===== src/rtl/scan_harness_pkg.sv =====
// Shared types and default geometry for the scan I/O harness.
// The state enum is 3 bits wide so all five states are encoded explicitly.
package scan_harness_pkg;

  typedef enum logic [2:0] {
    IDLE      = 3'd0,
    SHIFT_IN  = 3'd1,
    APPLY     = 3'd2,
    SHIFT_OUT = 3'd3,
    DONE      = 3'd4
  } state_t;

  localparam int DEF_IN_W   = 7;
  localparam int DEF_OUT_W  = 18;
  localparam int DEF_SETTLE = 2;

endpackage


===== src/rtl/scan_io_harness_if.sv =====
// Control, serial stimulus/response and netlist-facing parallel buses of the harness.
// The harness takes the slave side; the test driver and netlist take the master side.
interface scan_io_harness_if #(
  parameter int IN_W  = scan_harness_pkg::DEF_IN_W,
  parameter int OUT_W = scan_harness_pkg::DEF_OUT_W
) ();
  logic             start;
  logic             busy;
  logic             done;
  logic             si;
  logic             si_valid;
  logic             si_ready;
  logic [IN_W-1:0]  pi;
  logic [OUT_W-1:0] po;
  logic             so;
  logic             so_valid;
  logic             so_ready;

  modport slave (
    input  start, si, si_valid, po, so_ready,
    output busy, done, si_ready, pi, so, so_valid
  );

  modport master (
    output start, si, si_valid, po, so_ready,
    input  busy, done, si_ready, pi, so, so_valid
  );
endinterface


===== src/rtl/shift_reg_sipo_piso.sv =====
// Width-W right-shifting register with parallel load and serial in/out (LSB leaves first).
// q_nxt exposes the post-shift value so a caller can latch it on the same edge.
module shift_reg_sipo_piso #(
  parameter int W = 8
) (
  input  logic         clk,
  input  logic         rst,
  input  logic         load,
  input  logic [W-1:0] load_val,
  input  logic         shift_en,
  input  logic         sin,
  output logic [W-1:0] q,
  output logic [W-1:0] q_nxt
);

  if (W == 1) begin : g_one
    assign q_nxt = sin;
  end else begin : g_wide
    assign q_nxt = {sin, q[W-1:1]};
  end

  // NOTE: state registers use non-blocking assignments so every flop samples pre-edge values.
  always_ff @(posedge clk) begin
    if (rst)           q <= '0;
    else if (load)     q <= load_val;
    else if (shift_en) q <= q_nxt;
  end

endmodule


===== src/rtl/scan_io_harness.sv =====
// Serial stimulus-in / serial response-out harness around a combinational netlist:
// shift a vector in, apply it to pi, wait SETTLE cycles, capture po and shift it out.
module scan_io_harness
  import scan_harness_pkg::*;
#(
  parameter int IN_W   = DEF_IN_W,
  parameter int OUT_W  = DEF_OUT_W,
  parameter int SETTLE = DEF_SETTLE
) (
  input logic             clk,
  input logic             rst,
  scan_io_harness_if.slave bus
);

  if (IN_W < 1 || OUT_W < 1 || SETTLE < 1 || SETTLE > 255) begin : g_bad_param
    $error("scan_io_harness: IN_W/OUT_W must be >= 1 and SETTLE in 1..255");
  end

  localparam int IC_W = $clog2(IN_W + 1);
  localparam int OC_W = $clog2(OUT_W + 1);
  localparam logic [IC_W-1:0] IN_LAST  = IC_W'(IN_W - 1);
  localparam logic [OC_W-1:0] OUT_LAST = OC_W'(OUT_W - 1);
  localparam logic [7:0]      SET_LAST = 8'(SETTLE - 1);

  state_t           state;
  logic [IC_W-1:0]  in_cnt;
  logic [OC_W-1:0]  out_cnt;
  logic [7:0]       set_cnt;
  logic [IN_W-1:0]  pi_q;
  logic             busy_q, done_q, si_ready_q, so_valid_q;
  logic [IN_W-1:0]  stim_q, stim_nxt;
  logic [OUT_W-1:0] resp_q, resp_nxt;

  logic stim_shift, last_in, capture, out_shift, last_out;

  assign stim_shift = (state == SHIFT_IN) && bus.si_valid;
  assign last_in    = stim_shift && (in_cnt == IN_LAST);
  assign capture    = (state == APPLY) && (set_cnt == SET_LAST);
  assign out_shift  = so_valid_q && bus.so_ready;
  assign last_out   = out_shift && (out_cnt == OUT_LAST);

  shift_reg_sipo_piso #(.W(IN_W)) u_stim (
    .clk      (clk),
    .rst      (rst),
    .load     (1'b0),
    .load_val ('0),
    .shift_en (stim_shift),
    .sin      (bus.si),
    .q        (stim_q),
    .q_nxt    (stim_nxt)
  );

  // po is sampled only here; the response register then drains LSB first with zero fill.
  shift_reg_sipo_piso #(.W(OUT_W)) u_resp (
    .clk      (clk),
    .rst      (rst),
    .load     (capture),
    .load_val (bus.po),
    .shift_en (out_shift),
    .sin      (1'b0),
    .q        (resp_q),
    .q_nxt    (resp_nxt)
  );

  // NOTE: reset is synchronous and only sampled inside the clocked block, never in a sensitivity list.
  always_ff @(posedge clk) begin
    if (rst) begin
      state      <= IDLE;
      in_cnt     <= '0;
      out_cnt    <= '0;
      set_cnt    <= '0;
      pi_q       <= '0;
      busy_q     <= 1'b0;
      done_q     <= 1'b0;
      si_ready_q <= 1'b0;
      so_valid_q <= 1'b0;
    end else begin
      done_q <= 1'b0;
      unique case (state)
        IDLE: if (bus.start) begin
          state      <= SHIFT_IN;
          busy_q     <= 1'b1;
          si_ready_q <= 1'b1;
          in_cnt     <= '0;
        end
        SHIFT_IN: if (stim_shift) begin
          in_cnt <= in_cnt + 1'b1;
          if (last_in) begin
            pi_q       <= stim_nxt;
            set_cnt    <= '0;
            si_ready_q <= 1'b0;
            state      <= APPLY;
          end
        end
        APPLY: begin
          set_cnt <= set_cnt + 1'b1;
          if (capture) begin
            so_valid_q <= 1'b1;
            out_cnt    <= '0;
            state      <= SHIFT_OUT;
          end
        end
        SHIFT_OUT: if (out_shift) begin
          out_cnt <= out_cnt + 1'b1;
          if (last_out) begin
            so_valid_q <= 1'b0;
            busy_q     <= 1'b0;
            done_q     <= 1'b1;
            state      <= DONE;
          end
        end
        DONE:    state <= IDLE;
        default: state <= IDLE;
      endcase
    end
  end

  assign bus.pi       = pi_q;
  assign bus.busy     = busy_q;
  assign bus.done     = done_q;
  assign bus.si_ready = si_ready_q;
  assign bus.so_valid = so_valid_q;
  assign bus.so       = resp_q[0];

endmodule


===== src/flat_wrapper.sv =====
// flat-port wrapper written by rule: the top's interface ports become plain ports
module scan_io_harness_flat import scan_harness_pkg::*;
#(
  parameter int IN_W   = DEF_IN_W,
  parameter int OUT_W  = DEF_OUT_W,
  parameter int SETTLE = DEF_SETTLE
)
  (clk, rst, bus_start, bus_si, bus_si_valid, bus_po, bus_so_ready, bus_busy, bus_done, bus_si_ready, bus_pi, bus_so, bus_so_valid);
  scan_io_harness_if #(.IN_W(IN_W), .OUT_W(OUT_W)) bus_i ();
  input logic clk;
  input logic rst;
  input wire logic [$bits(bus_i.start)-1:0] bus_start;
  input wire logic [$bits(bus_i.si)-1:0] bus_si;
  input wire logic [$bits(bus_i.si_valid)-1:0] bus_si_valid;
  input wire logic [$bits(bus_i.po)-1:0] bus_po;
  input wire logic [$bits(bus_i.so_ready)-1:0] bus_so_ready;
  output wire logic [$bits(bus_i.busy)-1:0] bus_busy;
  output wire logic [$bits(bus_i.done)-1:0] bus_done;
  output wire logic [$bits(bus_i.si_ready)-1:0] bus_si_ready;
  output wire logic [$bits(bus_i.pi)-1:0] bus_pi;
  output wire logic [$bits(bus_i.so)-1:0] bus_so;
  output wire logic [$bits(bus_i.so_valid)-1:0] bus_so_valid;
  assign bus_i.start = bus_start;
  assign bus_i.si = bus_si;
  assign bus_i.si_valid = bus_si_valid;
  assign bus_i.po = bus_po;
  assign bus_i.so_ready = bus_so_ready;
  assign bus_busy = bus_i.busy;
  assign bus_done = bus_i.done;
  assign bus_si_ready = bus_i.si_ready;
  assign bus_pi = bus_i.pi;
  assign bus_so = bus_i.so;
  assign bus_so_valid = bus_i.so_valid;
  scan_io_harness #(.IN_W(IN_W), .OUT_W(OUT_W), .SETTLE(SETTLE)) u_core (.clk(clk), .rst(rst), .bus(bus_i));
endmodule

===== config.mk =====
export PLATFORM = sky130hd
export DESIGN_NAME = scan_io_harness_flat
export DESIGN_NICKNAME = d
export VERILOG_FILES = /design/src/rtl/scan_harness_pkg.sv /design/src/rtl/scan_io_harness_if.sv /design/src/rtl/shift_reg_sipo_piso.sv /design/src/rtl/scan_io_harness.sv /design/src/flat_wrapper.sv
export SDC_FILE = /design/constraint.sdc
export NUM_CORES = 1
export LEC_CHECK = 0
export CAP_MARGIN = 20
export CORE_MARGIN = 2
export CORE_UTILIZATION = 45
export CTS_CLUSTER_SIZE = 16
export DETAILED_ROUTE_END_ITERATION = 16
export HOLD_SLACK_MARGIN = 0.12
export PLACE_DENSITY_LB_ADDON = 0.15
export SLEW_MARGIN = 10
export SYNTH_ARGS = -nofsm -noshare
export SYNTH_HDL_FRONTEND = slang
export SYNTH_HIERARCHICAL = 1
export SYNTH_SLANG_ARGS = --single-unit
export TNS_END_PERCENT = 20

===== constraint.sdc =====
create_clock -name clk -period 4.7 [get_ports clk]
set_input_delay 0.705 -clock clk [delete_from_list [all_inputs] [get_ports clk]]
set_output_delay 0.705 -clock clk [all_outputs]
set_load 0.03 [all_outputs]

# After elaboration in Yosys (flattened, before gate mapping)
# Index checks and enable logic that the tools add are counted.
# totals
regBits	55
inputBits	24
output_inout_bits	12
elab_cells	76
# classes
add_sub_neg	3
n_eq_ne	12
mux	28
bitwise_logic	2
n_reduce_logical	20
# ops
cell	count
$mux 18	2
$mux 3	8
$mux 8	2
$pmux 8 s2	1
$pmux 3 s4	1
$reduce_and 3->1	4
$reduce_and 4->1	3
$mux 5	2
$ne 2x1->1 const B	5
$pmux 5 s2	1
$reduce_bool 2->1	5
$add 8x1->8 const B	1
$eq 8x1->1 const B	1
$mux 1	7
$eq 3x2->1 const B	2
$pmux 1 s2	3
$pmux 3 s2	1
$reduce_and 6->1	1
$add 5x1->5 const B	1
$eq 5x5->1 const B	1
$logic_and 1x1->1	5
$add 3x1->3 const B	1
$eq 3x1->1 const B	1
$eq 3x3->1 const B	1
other kinds (4)	5

# Longest topological paths before layout
# logic_depth
word_depth	6
ltp_mapped	7
mapped_depth_nobuf	6

# By module
# The synthesis kept the hierarchy.
# by_module_without_submodules
module	instances	cells_each	area_per_inst_um2	seq_area_each_um2
scan_io_harness	1	167	1441.4	600.6
shift_reg_sipo_piso at u_core.u_resp	1	98	985.9	360.3
shift_reg_sipo_piso at u_core.u_stim	1	37	374.1	140.1

# Worst setup path after synthesis
# No wires, ideal clock.
# synth_timing
path_type	in2reg
start	input port bus_so_ready
end	register u_core.out_cnt[3]
setup_ns	0.070
arrival_time_ns	1.713
required_ns	4.630
path_slack_ns	2.918
path_stages	5
n_path_buf	1
path_cell_list	and2_1 buf_2 a22oi_2 or4_1 a21oi_1
# synth_between
elab_chain_cells	3
# synth_lines
element	line_no	rtl
from (decl)	flat_wrapper.sv:16	input wire logic [$bits(bus_i.so_ready)-1:0] bus_so_ready;
$logic_and 1x1->1	scan_io_harness.sv:39	assign out_shift = so_valid_q && bus.so_ready;
named net u_core.out_shift	scan_io_harness.sv:34	logic stim_shift, last_in, capture, out_shift, last_out;
$ne 2x1->1 (no line)	n/a	
$reduce_and 3->1 (no line)	n/a	
to (signal assigned)	scan_io_harness.sv:104	out_cnt <= out_cnt + 1'b1;
to (decl)	scan_io_harness.sv:27	logic [OC_W-1:0] out_cnt;
# The timed path passes the listed nets, and every way through them passes these cells.
# A chain may end at the register's enable or synchronous reset.

# Final worst setup path
# layout_timing
start	register u_core.state[1]
end	register u_core.u_resp.q[5]
# layout_between
elab_chain_cells	3
elab_cells_between_ends	4
classes_between	eq/ne (1); mux (1); reduce/logical (2)
# layout_lines
element	line_no	rtl
from (decl)	scan_io_harness.sv:25	state_t state;
from (signal assigned)	scan_io_harness.sv:68	state <= IDLE;
from (signal assigned)	scan_io_harness.sv:81	state <= SHIFT_IN;
from (signal assigned)	scan_io_harness.sv:92	state <= APPLY;
$eq 3x2->1 (*)	scan_io_harness.sv:38	assign capture = (state == APPLY) && (set_cnt == SET_LAST);
$logic_and 1x1->1 (*)	scan_io_harness.sv:38	
named net u_core.capture	scan_io_harness.sv:34	
$mux 18 / $reduce_bool 2->1 (equally long branches)	n/a	
to (signal assigned)	shift_reg_sipo_piso.sv:25	else if (load) q <= load_val;
to (signal assigned)	shift_reg_sipo_piso.sv:26	else if (shift_en) q <= q_nxt;
to (decl)	shift_reg_sipo_piso.sv:12	output logic [W-1:0] q,
# The timed path passes the listed nets; every way through them passes the cells marked *.

==> out/results.md <==
- **Post-Synthesis Cells** 280
- **vias in the first global route** 1832
- **clock root buffer master** sky130_fd_sc_hd__clkbuf_8
- **cell class contributing the biggest share of worst-path delay** simple AND/OR/NAND/NOR gates
- **area of the mapped netlist** 0.00262 sq mm
- **power density over the cells** 270 mW/mm^2
- **wire length of the first global-routing pass** 8250 microns
- **diodes inserted** 0
- **Startpoint Class** register
- **mean number of vias per cell** 5.22
- **pin count of the biggest net entering global routing** 55
- **kind of capture point of the worst setup path** register
- **GRT Resource Usage Total** 16.0%
- **final cell count without fillers** 386
- **clock tree buffer depth** 2
- **number of core rows** 27
- **Die X-Extent** 80.3 microns
- **Resize count post-CTS** 0
- **critical setup path kind** register to register
- **total die area** 0.00645 sq mm
- **initial antenna violation count** 0
- **DRC Markers** 0
- **final setup vio count** 0
- **delay of the slowest critical-path stage** 0.74 ns
- **fraction of layout cells with a size suffix above 1** 7.01%
- **skew final** 0.0103 ns
- **insertion delay of the later-clocked pin in the worst-skew pair** 0.31 ns
- **initial cell density of the core** 47.0%
- **Peak Freq** 376 MHz
- **unrepaired setup endpoints after global routing** no
- **CP Data Required Time** 4.91 ns
- **Final HPWL DP** 3180 microns
- **maximum fanout count along the critical path** 22
- **worst path arrival time** 2.87 ns
- **slew at the pin with the worst max-slew slack** 0.976 ns
- **static leakage power** 1.00 nW
- **Final TNS setup** 0 ns
- **Max Slew Vio Count** 0
- **warnings from Yosys** 6
- **Min-Delay Path Class** register to register
- **instance count after placement with tap cells included** 378
- **list of cells traversed by the critical path** nor3b_2, and4_1, inv_2, a211oi_1
- **crit path time final** 2.66 ns
- **die height** 80.3 microns
- **Final Wtd Congestion** 0.811
- **antenna violation net count after detailed routing** 0
- **mean instance size in the synthesized netlist** 9.37 sq um
- **Worst IR Drop VDD** 0.000163 V
- **number of port buffers** 35
- **boundary pin count** 36
- **area added between synthesis and finish** 17.3%
- **Clock transition at path regs** 0.10 ns
- **Remaining Overflow, GRT** 0
- **CORE AREA** 0.00557 sq mm
- **via count** 2014
- **Initial DRT Pass Iterations** 4
- **Final period util** 56.6%
- **Max transition margin** 34.9%
- **outcome** finished clean
- **routed length per instance** 12.7 microns
- **initial DRC count** 94
- **Max Cap Violations** 0
- **Num Clock Sinks** 54
- **TritonCTS clock tree** built
- **Final Hold Vio Count** 0
- **Buf+Inv Stages, Crit Path** 1
- **slowest cell on the critical path** sky130_fd_sc_hd__and4_1
- **post-CTS setup buffers** 0
- **number of nets in the layout** 343
- **count of hold-fix buffers inserted at cts** 0
- **cts bufs inserted** 5
- **routed wire length** 4910 microns
- **H-tree level count** 2
## cells in the final DEF (no fill, tap or decap), types with 2 or more instances in the layout
cell type,n
sky130_fd_sc_hd__a311oi_1,4
sky130_fd_sc_hd__o21ai_0,3
sky130_fd_sc_hd__nand3b_1,3
sky130_fd_sc_hd__a41oi_1,2
sky130_fd_sc_hd__nand3_1,10
sky130_fd_sc_hd__ha_1,6
sky130_fd_sc_hd__nor2b_1,25
sky130_fd_sc_hd__a211oi_1,24
sky130_fd_sc_hd__or4_1,3
sky130_fd_sc_hd__nand2_1,21
sky130_fd_sc_hd__mux2i_1,24
sky130_fd_sc_hd__nor2_1,9
sky130_fd_sc_hd__and3_1,2
sky130_fd_sc_hd__a21oi_1,22
sky130_fd_sc_hd__dfxtp_1,54
sky130_fd_sc_hd__conb_1,14
sky130_fd_sc_hd__o31ai_1,3
sky130_fd_sc_hd__nor3_1,6
sky130_fd_sc_hd__or2_2,2
sky130_fd_sc_hd__inv_1,7
sky130_fd_sc_hd__buf_4,2
sky130_fd_sc_hd__clkbuf_8,5
sky130_fd_sc_hd__clkdlybuf4s50_1,34
sky130_fd_sc_hd__nor3b_1,2
sky130_fd_sc_hd__nand2b_1,4
## routing by layer
metal | wire (microns) | global-route usage (%) | part of all wire, %
met2 | 2290 | 26.3 | 47
met4 | 63 | 6.78 | 1.3
met5 | 0 | 0 | 0
met1 | 2370 | 20.1 | 48
met3 | 185 | 3.60 | 3.8
## tightest hold or removal path, cell delays in order (launching register included)
cell and delay (ns):
sky130_fd_sc_hd__dfxtp_1 0.32, sky130_fd_sc_hd__nand2_1 0.05, sky130_fd_sc_hd__a21oi_1 0.05
## stage by stage
step           worst slack, ns  power, mW  utilization (%)  instance area [sq um]  hold WS [ns]
4_1_cts                   2.04      0.842             55.1                   3070         0.463
5_1_grt                   1.76      0.863             55.2                   3080         0.486
3_3_place_gp              2.14      0.534             53.1                   2960         0.446
6_report                  2.04      0.830             55.2                   3080         0.460
2_1_floorplan             2.92      0.513                -                   2670         0.443
3_5_place_dp              2.06      0.534             53.1                   2960         0.448
## area by class of cell
cell class / instances / area (sq um)
Fill cell: 531 / 2500
Clock buffer: 6 / 72.6
Inverter: 8 / 30.0
Multi-Input combinational cell: 207 / 1410
Tap cell: 72 / 90.1
Timing Repair Buffer: 37 / 360
Sequential cell: 54 / 1080
Clock inverter: 2 / 37.5
## power breakdown
group | total, mW | leakage, nW | switching (mW) | internal (mW)
registers | 0.470 | 0.437 | 0.00599 | 0.464
clock network | 0.306 | 0.0514 | 0.147 | 0.159
logic | 0.0544 | 0.516 | 0.0242 | 0.0302
## state kept, by name (all words and copies together) (netlist names)
signal	flops
u_core/u_resp/q	18
u_core/set_cnt	8
u_core/bus.pi	7
u_core/state	3
u_core/u_stim/q	6
u_core/in_cnt	3
u_core/out_cnt	5
u_core/bus.so_valid	1
u_core/bus.done	1
u_core/bus.busy	1
u_core/bus.si_ready	1
## path summary, 6_finish.rpt
path	slack (ns)	to	startpoint	depth (start not counted)
max	2.04	u_core/u_resp/q[5]$_SDFFE_PP0P_	u_core/state[1]$_SDFFE_PP0P_	4
min	0.46	u_core/bus.pi[5]$_SDFFE_PP0P_	u_core/bus.pi[5]$_SDFFE_PP0P_	2
max reg2reg	2.04	u_core/u_resp/q[5]$_SDFFE_PP0P_	u_core/state[1]$_SDFFE_PP0P_	4
min reg2reg	0.46	u_core/bus.pi[5]$_SDFFE_PP0P_	u_core/bus.pi[5]$_SDFFE_PP0P_	2
(Power assumes the default switching activity.)
